==> config.mk <==
export PLATFORM = sky130hd
export DESIGN_NAME = toy_sa_ctrl_flat
export DESIGN_NICKNAME = d
export VERILOG_FILES = /design/src/rtl/toy_sa_ctrl_pkg.sv /design/src/rtl/toy_sa_ctrl_if.sv /design/src/rtl/toy_sa_skew.sv /design/src/rtl/toy_sa_ctrl.sv /design/src/flat_wrapper.sv
export SDC_FILE = /design/constraint.sdc
export NUM_CORES = 1
export LEC_CHECK = 0
export CAP_MARGIN = 20
export CORE_UTILIZATION = 55
export CTS_BUF_LIST = sky130_fd_sc_hd__clkbuf_8
export DETAILED_ROUTE_END_ITERATION = 7
export PLACE_DENSITY = 0.89
export SYNTH_ARGS = -nofsm -noshare
export SYNTH_HDL_FRONTEND = slang
export SYNTH_SLANG_ARGS = --single-unit
==> constraint.sdc <==
create_clock -name clk -period 2.8 [get_ports clk]
set_input_delay 0.84 -clock clk [delete_from_list [all_inputs] [get_ports clk]]
set_output_delay 0.84 -clock clk [all_outputs]
set_load 0.005 [all_outputs]
==> src/rtl/toy_sa_ctrl_pkg.sv <==
// rtl/toy_sa_ctrl_pkg.sv - shared types and widths for the systolic-array sequencer
package toy_vpack;

  localparam int V_ELEMENT_NUM = 8;
  localparam int SA_OP_WIDTH   = 2;
  localparam int SA_LEN_WIDTH  = 8;

  typedef enum logic [SA_OP_WIDTH-1:0] {
    SA_LOAD = 2'd0,
    SA_MAC  = 2'd1,
    SA_RSV2 = 2'd2,
    SA_RSV3 = 2'd3
  } sa_op_e;

  typedef enum logic [1:0] {
    ST_IDLE  = 2'd0,
    ST_FEED  = 2'd1,
    ST_DRAIN = 2'd2,
    ST_DONE  = 2'd3
  } sa_st_e;

endpackage

==> src/rtl/toy_sa_ctrl_if.sv <==
// rtl/toy_sa_ctrl_if.sv - command, beat and array-control bundle between vector core and sequencer
interface toy_sa_ctrl_if
  import toy_vpack::*;
#(
  parameter int N     = V_ELEMENT_NUM,
  parameter int LEN_W = SA_LEN_WIDTH
) ();

  logic                   cmd_vld;
  logic                   cmd_rdy;
  logic [SA_OP_WIDTH-1:0] cmd_op;
  logic [LEN_W-1:0]       cmd_len;
  logic                   in_vld;
  logic                   in_rdy;
  logic [N-1:0]           load_en;
  logic [N-1:0]           shift_en;
  logic [N-1:0]           dout_en;
  logic                   busy;
  logic                   done;
  logic                   err;

  modport master (
    output cmd_vld, cmd_op, cmd_len, in_vld, dout_en,
    input  cmd_rdy, in_rdy, load_en, shift_en, busy, done, err
  );

  modport slave (
    input  cmd_vld, cmd_op, cmd_len, in_vld, dout_en,
    output cmd_rdy, in_rdy, load_en, shift_en, busy, done, err
  );

endinterface

==> src/rtl/toy_sa_skew.sv <==
// rtl/toy_sa_skew.sv - N-stage wavefront delay line; stage i is the injected bit delayed by i+1 cycles
module toy_sa_skew #(
  parameter int N = 8
) (
  input  logic         clk,
  input  logic         rst_n,
  input  logic         i_inj,
  input  logic         i_clr,
  output logic [N-1:0] o_stage,
  output logic         o_empty
);

  logic [N-1:0] r_stage;

  always_ff @(posedge clk or negedge rst_n) begin
    if (!rst_n) begin
      r_stage <= '0;
    end else if (i_clr) begin
      r_stage <= '0;
    end else begin
      r_stage <= {r_stage[N-2:0], i_inj};
    end
  end

  assign o_stage = r_stage;
  assign o_empty = ~|r_stage;

endmodule

==> src/rtl/toy_sa_ctrl.sv <==
// rtl/toy_sa_ctrl.sv - systolic-array sequencer: command FSM, beat pacing, skewed enables, result count, drain watchdog
module toy_sa_ctrl
  import toy_vpack::*;
#(
  parameter int N       = V_ELEMENT_NUM,
  parameter int LEN_W   = SA_LEN_WIDTH,
  parameter int TMO_CYC = 64
) (
  input logic          clk,
  input logic          rst_n,
  toy_sa_ctrl_if.slave sa
);

  localparam int             WD_W       = $clog2(TMO_CYC + 1);
  localparam logic [LEN_W:0] LOAD_BEATS = (LEN_W+1)'(N);

  sa_st_e         r_state, w_state_nxt;
  sa_op_e         r_op;
  sa_op_e         w_cmd_op;
  logic [LEN_W:0] r_target, r_beats_left, r_res_cnt, w_cmd_target;
  logic [WD_W-1:0] r_wdog;
  logic           r_err, w_err_nxt;
  logic           w_accept, w_beat, w_result, w_progress, w_exit;
  logic [N-1:0]   w_stage;
  logic           w_empty;

  assign w_cmd_op     = sa_op_e'(sa.cmd_op);
  assign w_cmd_target = (w_cmd_op == SA_LOAD) ? LOAD_BEATS : {1'b0, sa.cmd_len};
  assign w_accept     = sa.cmd_vld && (r_state == ST_IDLE);
  assign w_beat       = (r_state == ST_FEED) && sa.in_vld && (r_beats_left != '0);
  assign w_result     = ((r_state == ST_FEED) || (r_state == ST_DRAIN)) &&
                        (r_op == SA_MAC) && sa.dout_en[N-1];
  // Progress for the watchdog: a bit leaving the skew line or a counted result.
  assign w_progress   = w_stage[N-1] || w_result;
  assign w_exit       = w_empty && ((r_op == SA_LOAD) || (r_res_cnt >= r_target));

  toy_sa_skew #(.N(N)) u_skew (
    .clk     (clk),
    .rst_n   (rst_n),
    .i_inj   (w_beat),
    .i_clr   (w_accept),
    .o_stage (w_stage),
    .o_empty (w_empty)
  );

  always_ff @(posedge clk or negedge rst_n) begin
    if (!rst_n) begin
      r_state <= ST_IDLE;
      r_err   <= 1'b0;
    end else begin
      r_state <= w_state_nxt;
      r_err   <= w_err_nxt;
    end
  end

  always_comb begin
    w_state_nxt = r_state;
    w_err_nxt   = r_err;
    case (r_state)
      ST_IDLE: begin
        if (w_accept) begin
          w_err_nxt = 1'b0;
          if ((w_cmd_op == SA_RSV2) || (w_cmd_op == SA_RSV3)) begin
            w_state_nxt = ST_DONE;
            w_err_nxt   = 1'b1;
          end else if (w_cmd_target == '0) begin
            w_state_nxt = ST_DONE;
          end else begin
            w_state_nxt = ST_FEED;
          end
        end
      end
      ST_FEED: begin
        if (w_beat && (r_beats_left == (LEN_W+1)'(1))) w_state_nxt = ST_DRAIN;
      end
      ST_DRAIN: begin
        if (w_exit) begin
          w_state_nxt = ST_DONE;
          w_err_nxt   = (r_res_cnt > r_target);
        end else if (!w_progress && (r_wdog == WD_W'(TMO_CYC - 1))) begin
          w_state_nxt = ST_DONE;
          w_err_nxt   = 1'b1;
        end
      end
      default: w_state_nxt = ST_IDLE;
    endcase
  end

  always_ff @(posedge clk or negedge rst_n) begin
    if (!rst_n) begin
      r_op         <= SA_LOAD;
      r_target     <= '0;
      r_beats_left <= '0;
      r_res_cnt    <= '0;
      r_wdog       <= '0;
    end else begin
      if (w_accept) begin
        r_op         <= w_cmd_op;
        r_target     <= w_cmd_target;
        r_beats_left <= w_cmd_target;
        r_res_cnt    <= '0;
      end else begin
        if (w_beat) r_beats_left <= r_beats_left - 1'b1;
        // Saturate so a runaway array cannot wrap the count back below target.
        if (w_result && (r_res_cnt != '1)) r_res_cnt <= r_res_cnt + 1'b1;
      end
      if ((r_state != ST_DRAIN) || w_progress) r_wdog <= '0;
      else                                    r_wdog <= r_wdog + 1'b1;
    end
  end

  assign sa.cmd_rdy  = (r_state == ST_IDLE);
  assign sa.in_rdy   = (r_state == ST_FEED) && (r_beats_left != '0);
  assign sa.load_en  = (r_op == SA_LOAD) ? w_stage : '0;
  assign sa.shift_en = (r_op == SA_MAC)  ? w_stage : '0;
  assign sa.busy     = (r_state != ST_IDLE);
  assign sa.done     = (r_state == ST_DONE);
  assign sa.err      = (r_state == ST_DONE) && r_err;

endmodule

==> src/flat_wrapper.sv <==
// flat-port wrapper written by rule: the top's interface ports become plain ports
module toy_sa_ctrl_flat import toy_vpack::*;
#(
  parameter int N       = V_ELEMENT_NUM,
  parameter int LEN_W   = SA_LEN_WIDTH,
  parameter int TMO_CYC = 64
)
  (clk, rst_n, sa_cmd_vld, sa_cmd_op, sa_cmd_len, sa_in_vld, sa_dout_en, sa_cmd_rdy, sa_in_rdy, sa_load_en, sa_shift_en, sa_busy, sa_done, sa_err);
  toy_sa_ctrl_if #(.N(N), .LEN_W(LEN_W)) sa_i ();
  input logic clk;
  input logic rst_n;
  input wire logic [$bits(sa_i.cmd_vld)-1:0] sa_cmd_vld;
  input wire logic [$bits(sa_i.cmd_op)-1:0] sa_cmd_op;
  input wire logic [$bits(sa_i.cmd_len)-1:0] sa_cmd_len;
  input wire logic [$bits(sa_i.in_vld)-1:0] sa_in_vld;
  input wire logic [$bits(sa_i.dout_en)-1:0] sa_dout_en;
  output wire logic [$bits(sa_i.cmd_rdy)-1:0] sa_cmd_rdy;
  output wire logic [$bits(sa_i.in_rdy)-1:0] sa_in_rdy;
  output wire logic [$bits(sa_i.load_en)-1:0] sa_load_en;
  output wire logic [$bits(sa_i.shift_en)-1:0] sa_shift_en;
  output wire logic [$bits(sa_i.busy)-1:0] sa_busy;
  output wire logic [$bits(sa_i.done)-1:0] sa_done;
  output wire logic [$bits(sa_i.err)-1:0] sa_err;
  assign sa_i.cmd_vld = sa_cmd_vld;
  assign sa_i.cmd_op = sa_cmd_op;
  assign sa_i.cmd_len = sa_cmd_len;
  assign sa_i.in_vld = sa_in_vld;
  assign sa_i.dout_en = sa_dout_en;
  assign sa_cmd_rdy = sa_i.cmd_rdy;
  assign sa_in_rdy = sa_i.in_rdy;
  assign sa_load_en = sa_i.load_en;
  assign sa_shift_en = sa_i.shift_en;
  assign sa_busy = sa_i.busy;
  assign sa_done = sa_i.done;
  assign sa_err = sa_i.err;
  toy_sa_ctrl #(.N(N), .LEN_W(LEN_W), .TMO_CYC(TMO_CYC)) u_core (.clk(clk), .rst_n(rst_n), .sa(sa_i));
endmodule
==> impl_metrics.json <==
{
  "dp.cells": 348,
  "synthCells": 255,
  "fin_util_pct": 71.18,
  "hold_buffers": 0,
  "fmax_mhz": 365.0,
  "fin_crit_sh_pct": 97.85,
  "peakVddDrop_mv": 0.3972,
  "clk_pin_slew_ns": 0.09,
  "dr.pass1.iters": 4,
  "track_usage_pct": 24.59,
  "grt_pass1_vias": 2050,
  "avgSynthCellArea_um2": 9.867,
  "hold_path_class": "reg2reg",
  "cp_max_fo": 2,
  "arrival_ns": 1.90,
  "routed_via_density": 5.628,
  "numPortBuffers": 35,
  "initial_utilization_pct": 57.39,
  "outcome": "completed",
  "grt_first_pass_wirelength_um": 9522,
  "cts_tree": "built",
  "fin_total_pwr_mw": 2.719,
  "ctsHtreeMaxLevel": 2,
  "worst_slew_pin_slew_ns": 0.5513,
  "synth_cell_type_count": 42,
  "layout.nets": 344,
  "fp-row-count": 24,
  "n_antenna_cell": 0,
  "grt_max_degree": 25,
  "clockRootBuffer": "clkbuf_8",
  "overflow": 0,
  "timing.setup.tns_ns": 0,
  "syn_area_mm2": 0.002516,
  "cts_buffers": 5,
  "critPathLaunchType": "flip-flop",
  "dieArea_mm2": 0.004849,
  "final_cells": 358,
  "die_w_um": 69.64,
  "yosysSeqAreaShare_pct": 45.75,
  "clock_skew_ns": 0.01205,
  "drtIter0Drc": 116,
  "setup_viol": 0,
  "slew_violations": 0,
  "num_vias": 2015,
  "synth_fp_nets": 294,
  "clock_path_buffers": 2,
  "cp-end-kind": "output port",
  "leakagePower_nw": 1.430,
  "slew-limit-headroom_pct": 63.25,
  "yosysWarnings": 0,
  "cts.sinks": 46,
  "p_per_area_mw_per_mm2": 871.3,
  "ys_seq_elements": 46,
  "hpwl_um": 4136,
  "io_pins": 43,
  "worst_slack_ns": 0.06011,
  "wl_per_cell_um": 15.22,
  "globalplace.congestion": 0.8282,
  "area_delta_synth_final_pct": 24.02,
  "drt-total-wl_um": 5449,
  "critPathRequiredTime_ns": 1.96,
  "hold_viol_final": 0,
  "crit_type": "reg2out",
  "finalCriticalPeriod_ns": 2.740,
  "die_h_um": 69.64,
  "core_mm2": 0.004384,
  "drc_errors": 0,
  "ant_nets": 0,
  "antenna_found_initial": 0,
  "cap_violations": 0,
  "pre_cts_slack_ns": -0.06952,
  "clk_latency_ns": 0.31,
  "drive_gt1_share_pct": 10.78
}
-- worst paths after layout --
path	from	to	slack, ns	cells past startpoint
setup / recovery	u_core.r_beats_left[0]	sa_in_rdy	0.06	5
max in group asynchronous	rst_n	u_core.r_res_cnt[2]	1.77	2
setup reg to reg	u_core.r_beats_left[5]	u_core.r_state[0]	0.59	6
min in group asynchronous	rst_n	u_core.r_wdog[5]	0.51	1
hold reg to reg	u_core.r_wdog[0]	u_core.r_wdog[0]	0.46	1
hold / removal	u_core.r_wdog[0]	u_core.r_wdog[0]	0.46	1
-- cells in the final DEF (no fill, tap or decap), types with 7 or more instances in the layout --
cell type / netlist / routed
nand2_1: 22 / 22
dfrtp_1: 46 / 46
and2_1: 24 / 24
inv_1: 14 / 15
buf_4: 0 / 10
xnor2_1: 12 / 12
a21oi_1: 10 / 10
clkdlybuf4s50_1: 0 / 33
o21ai_0: 16 / 16
ha_1: 17 / 16
xor2_1: 7 / 7
nor2_1: 23 / 23
-- critical path, cell delays in order, from the launching register on --
cell,delay [ns]
dfrtp_1,0.38
inv_1,0.10
ha_2,0.18
or3b_4,0.37
o31a_2,0.31
dlygate4sd2_1,0.26
-- metal layers --
layer  global-route usage (%)  up-vias  share of wire [%]
li1                         -      977                  -
met1                    32.59      957                 44
met2                    40.13       67                 49
met3                    4.070       14                4.6
met4                    10.44        0                2.4
met5                        0        -                  0
-- Yosys cell counts, drive strengths merged --
cell type	n	area share, %
and3	5	1.2
or3	1	0.30
nor2	23	3.4
o2111ai	1	0.35
a211oi	1	0.30
nand2	22	3.3
clkbuf	3	0.45
nor4	3	0.75
nand2b	2	0.50
o211a	1	0.40
a21oi	11	2.3
nor2b	3	0.75
xor2	7	2.4
o311ai	1	1.0
a22o	1	0.35
nor3b	1	0.30
and2	25	6.2
or3b	2	0.70
xnor2	12	4.2
o31ai	2	0.60
dfrtp	46	46
inv	14	2.1
nand3b	1	0.30
nand4b	2	0.70
or4	5	1.6
o31a	2	0.75
nand3	6	1.2
or2	3	0.75
o41ai	3	1.6
or4bb	1	0.45
mux2	3	1.3
nor3	5	0.99
ha	17	8.5
o21bai	1	0.30
o21ai	19	3.8
-- metrics by stage --
step / area (um2) / hold slack [ns]
2_1_floorplan: 2516 / 0.4251
3_3_place_gp: 2995 / 0.4404
3_5_place_dp: 2995 / 0.4452
4_1_cts: 3103 / 0.4566
5_1_grt: 3120 / 0.4852
6_report: 3120 / 0.4565
-- flip-flops by register name, summed over array words and instances (netlist names) --
name                   cells
u_core.r_res_cnt           9
u_core.r_err               1
u_core.r_target            8
u_core.u_skew.o_stage      8
u_core.r_op                2
u_core.r_wdog              7
u_core.r_state             2
u_core.r_beats_left        9
-- logic make-up (layout without fill, tap and decap cells) --
logic type | count (synthesis) | in the layout | synth area share (%)
compound gates | 43 | 43 | 11.84
xor+xnor | 19 | 19 | 6.614
fa+ha+maj | 17 | 17 | 8.453
buf+inv | 17 | 68 | 2.536
flops | 46 | 46 | 45.75
mux | 3 | 3 | 1.343
simple gates | 110 | 110 | 23.47
-- cell type report --
cell class,instances,area [um2]
Fill cell,325,1264
Sequential cell,46,1151
Timing Repair Buffer,46,439.2
Clock buffer,5,68.82
Clock inverter,3,37.54
Tap cell,52,65.06
Inverter,14,52.55
Multi-Input combinational cell,192,1306
-- power breakdown --
part           switching (mW)  total [mW]  internal [mW]
logic                   0.625        1.23          0.602
registers               0.157        1.01          0.855
clock network           0.220       0.480          0.260
total                    1.00        2.72           1.72
-- timing repair --
item | CTS | global route
pin swaps | 1 | 1
resized for setup | 2 | 2
gates cloned | 0 | 0
setup endpoints to repair | 1 | 1
setup buffers | 0 | 2
(Power assumes the default switching activity.)
